[config.mk]
export PLATFORM = sky130hd
export DESIGN_NAME = wb_queue
export DESIGN_NICKNAME = d
export VERILOG_FILES = /design/src/rtl/wb_queue.sv
export SDC_FILE = /design/constraint.sdc
export NUM_CORES = 1
export LEC_CHECK = 0
export CAP_MARGIN = 20
export CORE_MARGIN = 4
export CORE_UTILIZATION = 35
export CTS_BUF_LIST = sky130_fd_sc_hd__clkbuf_8
export DETAILED_ROUTE_END_ITERATION = 6
export PLACE_DENSITY_LB_ADDON = 0.12
export SYNTH_ARGS = -nofsm -noshare
export SYNTH_HDL_FRONTEND = slang
export SYNTH_SLANG_ARGS = --single-unit
[constraint.sdc]
create_clock -name clk -period 10.89 [get_ports clk]
set_clock_uncertainty 0.2 [all_clocks]
set_input_delay 1.089 -clock clk [delete_from_list [all_inputs] [get_ports clk]]
set_output_delay 1.089 -clock clk [all_outputs]
set_load 0.02 [all_outputs]
[src/rtl/wb_queue.sv]
// wb_queue: multi-channel register-file write-back queue.
// Accepts up to NUM_CH write requests per cycle and drops requests with we=0 or
// address 0. Surviving requests are buffered in order in a circular queue, and
// one write per cycle is retired through registered regfile outputs. When the
// queue is empty at the edge, the oldest survivor bypasses the queue.
// Optional macro WB_QUEUE_FWD_EN adds a combinational forwarding lookup port.
module wb_queue #(
    parameter int NUM_CH = 2,
    parameter int DEPTH  = 4,
    parameter int AW     = 5,
    parameter int DW     = 32
) (
    input  logic                 clk,
    input  logic                 reset,
    input  logic [NUM_CH-1:0]    in_valid,
    input  logic [NUM_CH-1:0]    in_we,
    input  logic [NUM_CH*AW-1:0] in_waddr,
    input  logic [NUM_CH*DW-1:0] in_wdata,
    output logic                 in_ready,
    output logic                 RFWe,
    output logic [AW-1:0]        rfwaddr,
    output logic [DW-1:0]        rfwdata,
    output logic                 busy
`ifdef WB_QUEUE_FWD_EN
    ,
    input  logic [AW-1:0]        fwd_raddr,
    output logic                 fwd_hit,
    output logic [DW-1:0]        fwd_data
`endif
);

    localparam int CW = $clog2(DEPTH + 1);
    localparam int PW = (DEPTH > 1) ? $clog2(DEPTH) : 1;

    logic [AW-1:0]     mem_addr [DEPTH];
    logic [DW-1:0]     mem_data [DEPTH];
    logic [CW-1:0]     count;
    logic [CW-1:0]     count_next;
    logic [PW-1:0]     head;
    logic [PW-1:0]     tail;
    logic [PW-1:0]     head_next;
    logic [PW-1:0]     tail_next;
    logic [NUM_CH-1:0] surv;
    logic [NUM_CH-1:0] push_en;
    logic [AW-1:0]     push_addr [NUM_CH];
    logic [DW-1:0]     push_data [NUM_CH];
    logic [PW-1:0]     wr_idx [NUM_CH];
    logic [AW-1:0]     first_addr;
    logic [DW-1:0]     first_data;
    logic              pop;
    logic              bypass;
    int                n_surv;
    int                n_push;
    int                rank;

    // Pointer advance with explicit wrap, so DEPTH need not be a power of two.
    function automatic logic [PW-1:0] ptr_add(input logic [PW-1:0] p, input int k);
        int s;
        s = int'(p) + k;
        if (s >= DEPTH) s = s - DEPTH;
        return PW'(s);
    endfunction

    // Ready depends only on registered occupancy, never on in_valid.
    assign in_ready = (DEPTH - int'(count)) >= NUM_CH;
    assign busy     = (count != '0) || RFWe;

    // Filter, compact survivors in channel order, pick bypass and queue slots.
    always_comb begin
        pop        = (count != '0);
        surv       = '0;
        push_en    = '0;
        n_surv     = 0;
        rank       = 0;
        first_addr = '0;
        first_data = '0;
        for (int i = 0; i < NUM_CH; i++) begin
            push_addr[i] = '0;
            push_data[i] = '0;
            wr_idx[i]    = ptr_add(tail, i);
        end
        for (int i = 0; i < NUM_CH; i++) begin
            surv[i] = in_ready && in_valid[i] && in_we[i] && (in_waddr[i*AW +: AW] != '0);
            if (surv[i]) n_surv = n_surv + 1;
        end
        bypass = !pop && (n_surv > 0);
        n_push = bypass ? (n_surv - 1) : n_surv;
        for (int i = 0; i < NUM_CH; i++) begin
            if (surv[i]) begin
                if (bypass && (rank == 0)) begin
                    first_addr = in_waddr[i*AW +: AW];
                    first_data = in_wdata[i*DW +: DW];
                end else begin
                    for (int j = 0; j < NUM_CH; j++) begin
                        if (j == (bypass ? rank - 1 : rank)) begin
                            push_addr[j] = in_waddr[i*AW +: AW];
                            push_data[j] = in_wdata[i*DW +: DW];
                            push_en[j]   = 1'b1;
                        end
                    end
                end
                rank = rank + 1;
            end
        end
        head_next  = pop ? ptr_add(head, 1) : head;
        tail_next  = ptr_add(tail, n_push);
        count_next = CW'(int'(count) + n_push - (pop ? 1 : 0));
    end

    // Queue bookkeeping and the registered regfile write port.
    always_ff @(posedge clk or negedge reset) begin
        if (!reset) begin
            count   <= '0;
            head    <= '0;
            tail    <= '0;
            RFWe    <= 1'b0;
            rfwaddr <= '0;
            rfwdata <= '0;
        end else begin
            if (pop) begin
                RFWe    <= 1'b1;
                rfwaddr <= mem_addr[head];
                rfwdata <= mem_data[head];
            end else if (bypass) begin
                RFWe    <= 1'b1;
                rfwaddr <= first_addr;
                rfwdata <= first_data;
            end else begin
                RFWe    <= 1'b0;
            end
            count <= count_next;
            head  <= head_next;
            tail  <= tail_next;
        end
    end

    // Entry storage; validity is tracked by head/count, so no reset is needed.
    always_ff @(posedge clk) begin
        for (int j = 0; j < NUM_CH; j++) begin
            if (push_en[j]) begin
                mem_addr[wr_idx[j]] <= push_addr[j];
                mem_data[wr_idx[j]] <= push_data[j];
            end
        end
    end

`ifdef WB_QUEUE_FWD_EN
    // Youngest-match lookup: output register first, then queue oldest to youngest.
    always_comb begin
        fwd_hit  = 1'b0;
        fwd_data = '0;
        if (fwd_raddr != '0) begin
            if (RFWe && (rfwaddr == fwd_raddr)) begin
                fwd_hit  = 1'b1;
                fwd_data = rfwdata;
            end
            for (int k = 0; k < DEPTH; k++) begin
                if ((k < int'(count)) && (mem_addr[ptr_add(head, k)] == fwd_raddr)) begin
                    fwd_hit  = 1'b1;
                    fwd_data = mem_data[ptr_add(head, k)];
                end
            end
        end
    end
`endif

endmodule

Word-level counts from Yosys, hierarchy flattened
Memories as Yosys holds them, arrays and structs flattened.
Cells that the tools add are included.
- output and inout port bits: 40
- memories kept: 2
- register bits after elaboration: 45
- memory bits (writable): 148
- word-level logic and storage cells: 96
- bits of input ports: 80
- memories (name ; depth ; width ; rd ports ; clocked after memory_dff ; write ports ; line ; text):
    mem_data ; 4 ; 32 ; 1 ; 0 ; 2 ; 36 ; logic [DW-1:0] mem_data [DEPTH];
    mem_addr ; 4 ; 5 ; 1 ; 0 ; 2 ; 35 ; logic [AW-1:0] mem_addr [DEPTH];
- add/subtract/negate cells: 13
- multiplexer cells: 50
- reductions and logical operators: 17
- eq/ne operators: 2
- order comparisons: 6
- operator list (operator ; count):
    $mux W32 ; 13
    $mux W64 ; 4
    $logic_not A32 Y1 ; 3
    $eq A2 B32 Y1 const A ; 2
    $sub A32 B2 Y32 const B ; 2
    $mux W5 ; 9
    $mux W10 ; 4
    $add A3 B32 Y32 ; 1
    $add A32 B2 Y32 const B ; 1
    $ge A32 B4 Y1 const B ; 1
    $gt A32 B1 Y1 const B ; 1
    $mux W2 ; 8
    $mux W1 ; 12
    $reduce_bool A5 Y1 ; 2
    $logic_and A1 B1 Y1 ; 8
    $sub A2 B1 Y2 const B ; 4
    $add A2 B1 Y3 const B ; 2
    $ge A3 B3 Y1 const B ; 2
    $ge A4 B3 Y1 const B ; 1
    $sub A3 B3 Y4 const A ; 1
    $add A3 B3 Y3 ; 1
    $ge A2 B3 Y1 const B ; 1
    $reduce_bool A3 Y1 ; 1
    $sub A3 B2 Y3 ; 1
    3 further kinds ; 3

Logic depth before layout (Yosys ltp)
- depth in word-level cells: 20
- depth in mapped cells: 19
- depth with buffers taken out: 18

Worst setup path before layout
OpenSTA, ideal clock, no wires.
- path kind: input port to flip-flop
- from: in in_waddr[5]
- to: mem mem_addr[0][0] (enable)
- stages: 12
- slack: 4.458 ns
- arrival time: 5.745 ns
- required time: 10.203 ns
- setup time: 0.487 ns
- path buffers: 1
- cells stage by stage: or4_1 -> nor2_4 -> nor2_2 -> clkinv_1 -> ha_1 -> nand2b_2 -> buf_6 -> inv_4 -> ha_1 -> nor3_1 -> a21oi_1 -> o31ai_1
- RTL lines (item ; line ; text):
    from (decl) ; 17 ; input logic [NUM_CH*AW-1:0] in_waddr,
    to (decl) ; 35 ;

==> results.md <==
- Unrepaired setup endpoints after global routing: no
- Multi-input gate area: 3847 sq um
- Clock buffer depth: 2
- Number of synthesized flops with an enable pin: 148
- Gr ovfl total: 0
- Fin crit period: 5621 ps
- Hold Buf Count CTS: 0
- Final hold viol count: 0
- Area of the core: 27,030 sq um
- Pwr/cell area: 270.4 nW/um^2
- CTS resizes: 0
- Critical path data required time: 11,010 ps
- Port bufs: 119
- Least-Margin Pin Slew: 1073 ps
- Vias in the first global route: 6,941
- WP buf/inv: 4
- Ys flop type: edfxtp_1
- Final Cycle Share: 0.5162
- Worst Hold Margin: 363.1 ps
- Clock sinks: 193
- Reg2Reg Launch Point: count[0]
- Area Growth Syn to Fin: 19.78%
- R2r worst-path depth: 14
- Number of buffers created by CTS: 17
- Crit path kind: in -> reg
- DRC violations left: 0
- Setup bufs post-CTS: 0
- Ys Warns: 0
- Worst stage delay on the critical path: 950 ps
- GRT Total Usage: 0.1894
- FF/Latch Area: 5575 sq um
- Final nets: 889
- Final core utilization: 0.4284
- Die extent in x: 174.2 um
- Critical path arrival: 5740 ps
- Layout cells sized above 1: 0.1372
- H-Tree Depth: 4
- #FFs+latches synth: 193
- Cell variety after synth: 48
- First-pass iteration count of the detailed router: 5
- Gate Count Post-Synth: 703
- Die area: 30,340 sq um
- Diode count: 0
- I/O Pins: 120
- Syn Nets: 796
- VDD IR max: 120.4 uV
- Routability cong.: 0.7933
- MaxCap Viol Count: 0
- R2R Setup Slk: 5530 ps
- Syn Std Cell Area: 9667 sq um
- Leak Pwr: 0.004138 uW
- Setup TNS: 0 ps
- Critical Path End Type: flop
- Initial antenna violation count: 0
- Initial DRC count: 574
- WL/cell: 25.16 um
- Register area share after synthesis: 0.5762
- Slowest stage cell, crit path: nor3b_4
- Status: finished clean
- # fillers: 2,498
- Reg2Reg Capture Point: mem_data[1][24]
- Final setup violation count: 0
- Hold path endpoint: count[0]
- Hold path depth: 1
- Critical path's top delay family: simple AND/OR/NAND/NOR gates
- Clock Tree Root: clkbuf_8
- Min-delay src: count[0]
- Worst-path clk slew: 110 ps
- Rows: 60
- Setup ws final: 5269 ps
- Worst Hold Class: reg -> reg
- Antenna-violating nets left: 0
- Slew margin rel.: 0.2847
- Slew Limit Fails: 0
- Starting density of the core: 0.3577
- Dpl hpwl: 17,210 um
- Total wire length: 28,930 um
- Largest net degree at the start of global routing: 81
- Synthesized area per cell: 13.75 sq um
- Avg Vias per Cell: 5.954
- Worst Setup Start Kind: input pin
- Via count: 6,847
- Global-route wire length before repair: 43,750 um
- Worst skew pair latency: 460 ps
- DIE HEIGHT: 174.2 um
- Post-synth ARST share: 0.2332
- Fmax: 177.9 MHz
- Crit-path cells: clkdlybuf4s50_1 > or4_1 > nor2_4 > nor2_2 > clkinv_1 > ha_2 > nand2b_2 > inv_4 > a211oi_2 > nand2_1 > nor3b_4 > buf_4 > a22o_1
- Pre-CTS WS: 4865 ps
- Worst Path Max Fanout: 18
- CTS tree: done
==> cell usage in the layout, fill, tap and decap left out, drive strengths merged, types with 7 or more instances in the layout <==
cell and n:
mux4 37, nand2b 7, xnor2 7, a221o 37, clkinv 8, inv 12, dfrtp 45, clkdlybuf4s50 118
a21oi 55, nand3 7, nand2 46, nor2 52, a22o 137, clkbuf 18, edfxtp 148, ha 12
buf 17
==> flip-flops by register name (all words and copies together) (netlist names) <==
name	cells
RFWe	1
count	3
head	2
mem_addr	20
mem_data	128
rfwaddr	5
rfwdata	32
tail	2
==> layout make-up <==
| cell class | instances | area share |
|---|---|---|
| clock inverter | 14 | 0.01091 |
| sequential | 193 | 0.4815 |
| clock buffer | 18 | 0.02140 |
| tap | 341 | 0.03685 |
| inverter | 7 | 0.002485 |
| multi-input combinational | 442 | 0.3323 |
| timing repair buffer | 135 | 0.1145 |
==> kinds of logic (layout without fill, tap and decap cells) <==
family	Yosys count	after routing	share of synthesized area
AOI/OAI and AO/OA	245	245	0.2041
and+or+nand+nor	138	138	0.07029
muxes	37	37	0.08620
adders and majority gates	13	13	0.01760
DFF	193	193	0.5762
buffers and inverters	68	174	0.03741
xor gates and xnor gates	9	9	0.008155
==> where the power goes <==
part	internal, uW	switching, uW
Sequential	1060	146
Clock	173	283
Combinational	684	781
==> cells in the mapped netlist, types with 7 or more instances <==
cell	number	share of area
edfxtp_1	148	0.46
a22o_1	137	0.12
a21oi_1	55	0.028
nor2_1	50	0.019
nand2_1	46	0.018
dfrtp_1	45	0.12
a221o_1	37	0.038
mux4_2	37	0.086
clkbuf_1	28	0.011
buf_2	17	0.0088
ha_1	12	0.016
buf_6	11	0.013
nand3_1	7	0.0036
xnor2_1	7	0.0063
==> metal layers <==
metal / vias up / share of wire / wire (um) / global-route usage
li1: 3018 / - / - / -
met1: 3529 / 0.43 / 12450 / 0.2559
met2: 285 / 0.50 / 14430 / 0.3149
met3: 15 / 0.060 / 1737 / 0.03458
met4: 0 / 0.011 / 318 / 0.05213
met5: - / 0 / 0 / 0
==> through the flow <==
stage               power, uW  std cells  instance area (sq um)
floorplan                2178        703                   9667
global placement         2669       1117                  11180
finish                   3130       1150                  11580
detailed placement       2699       1117                  11180
global route             3327       1150                  11580
CTS                      3156       1149                  11550
==> how the worst max path moves through the flow <==
| stage | start | to | slack (ps) | cells after the start |
|---|---|---|---|---|
| 5_1_grt | in_waddr[6] | mem_data[1][24] | 5040 | 13 |
| 2_1_floorplan | in_waddr[5] | mem_addr[0][0] | 4460 | 12 |
| 4_1_cts | in_waddr[6] | mem_data[1][24] | 5340 | 13 |
| 3_5_place_dp | in_waddr[6] | mem_data[1][24] | 4870 | 13 |
| 6_report | in_waddr[6] | mem_data[1][24] | 5270 | 13 |
| 3_3_place_gp | in_waddr[6] | mem_data[1][27] | 4970 | 13 |
==> worst register-to-register path, cell delays in order (launching register included) <==
cell	delay [ps]
dfrtp_1	390
inv_1	70
ha_1	230
ha_4	260
or3b_1	370
and2_0	370
nand2_1	340
ha_2	240
nand2b_2	230
inv_4	80
a211oi_2	470
nand2_1	350
nor3b_4	950
buf_4	440
a22o_1	220
(Power assumes the default switching activity.)
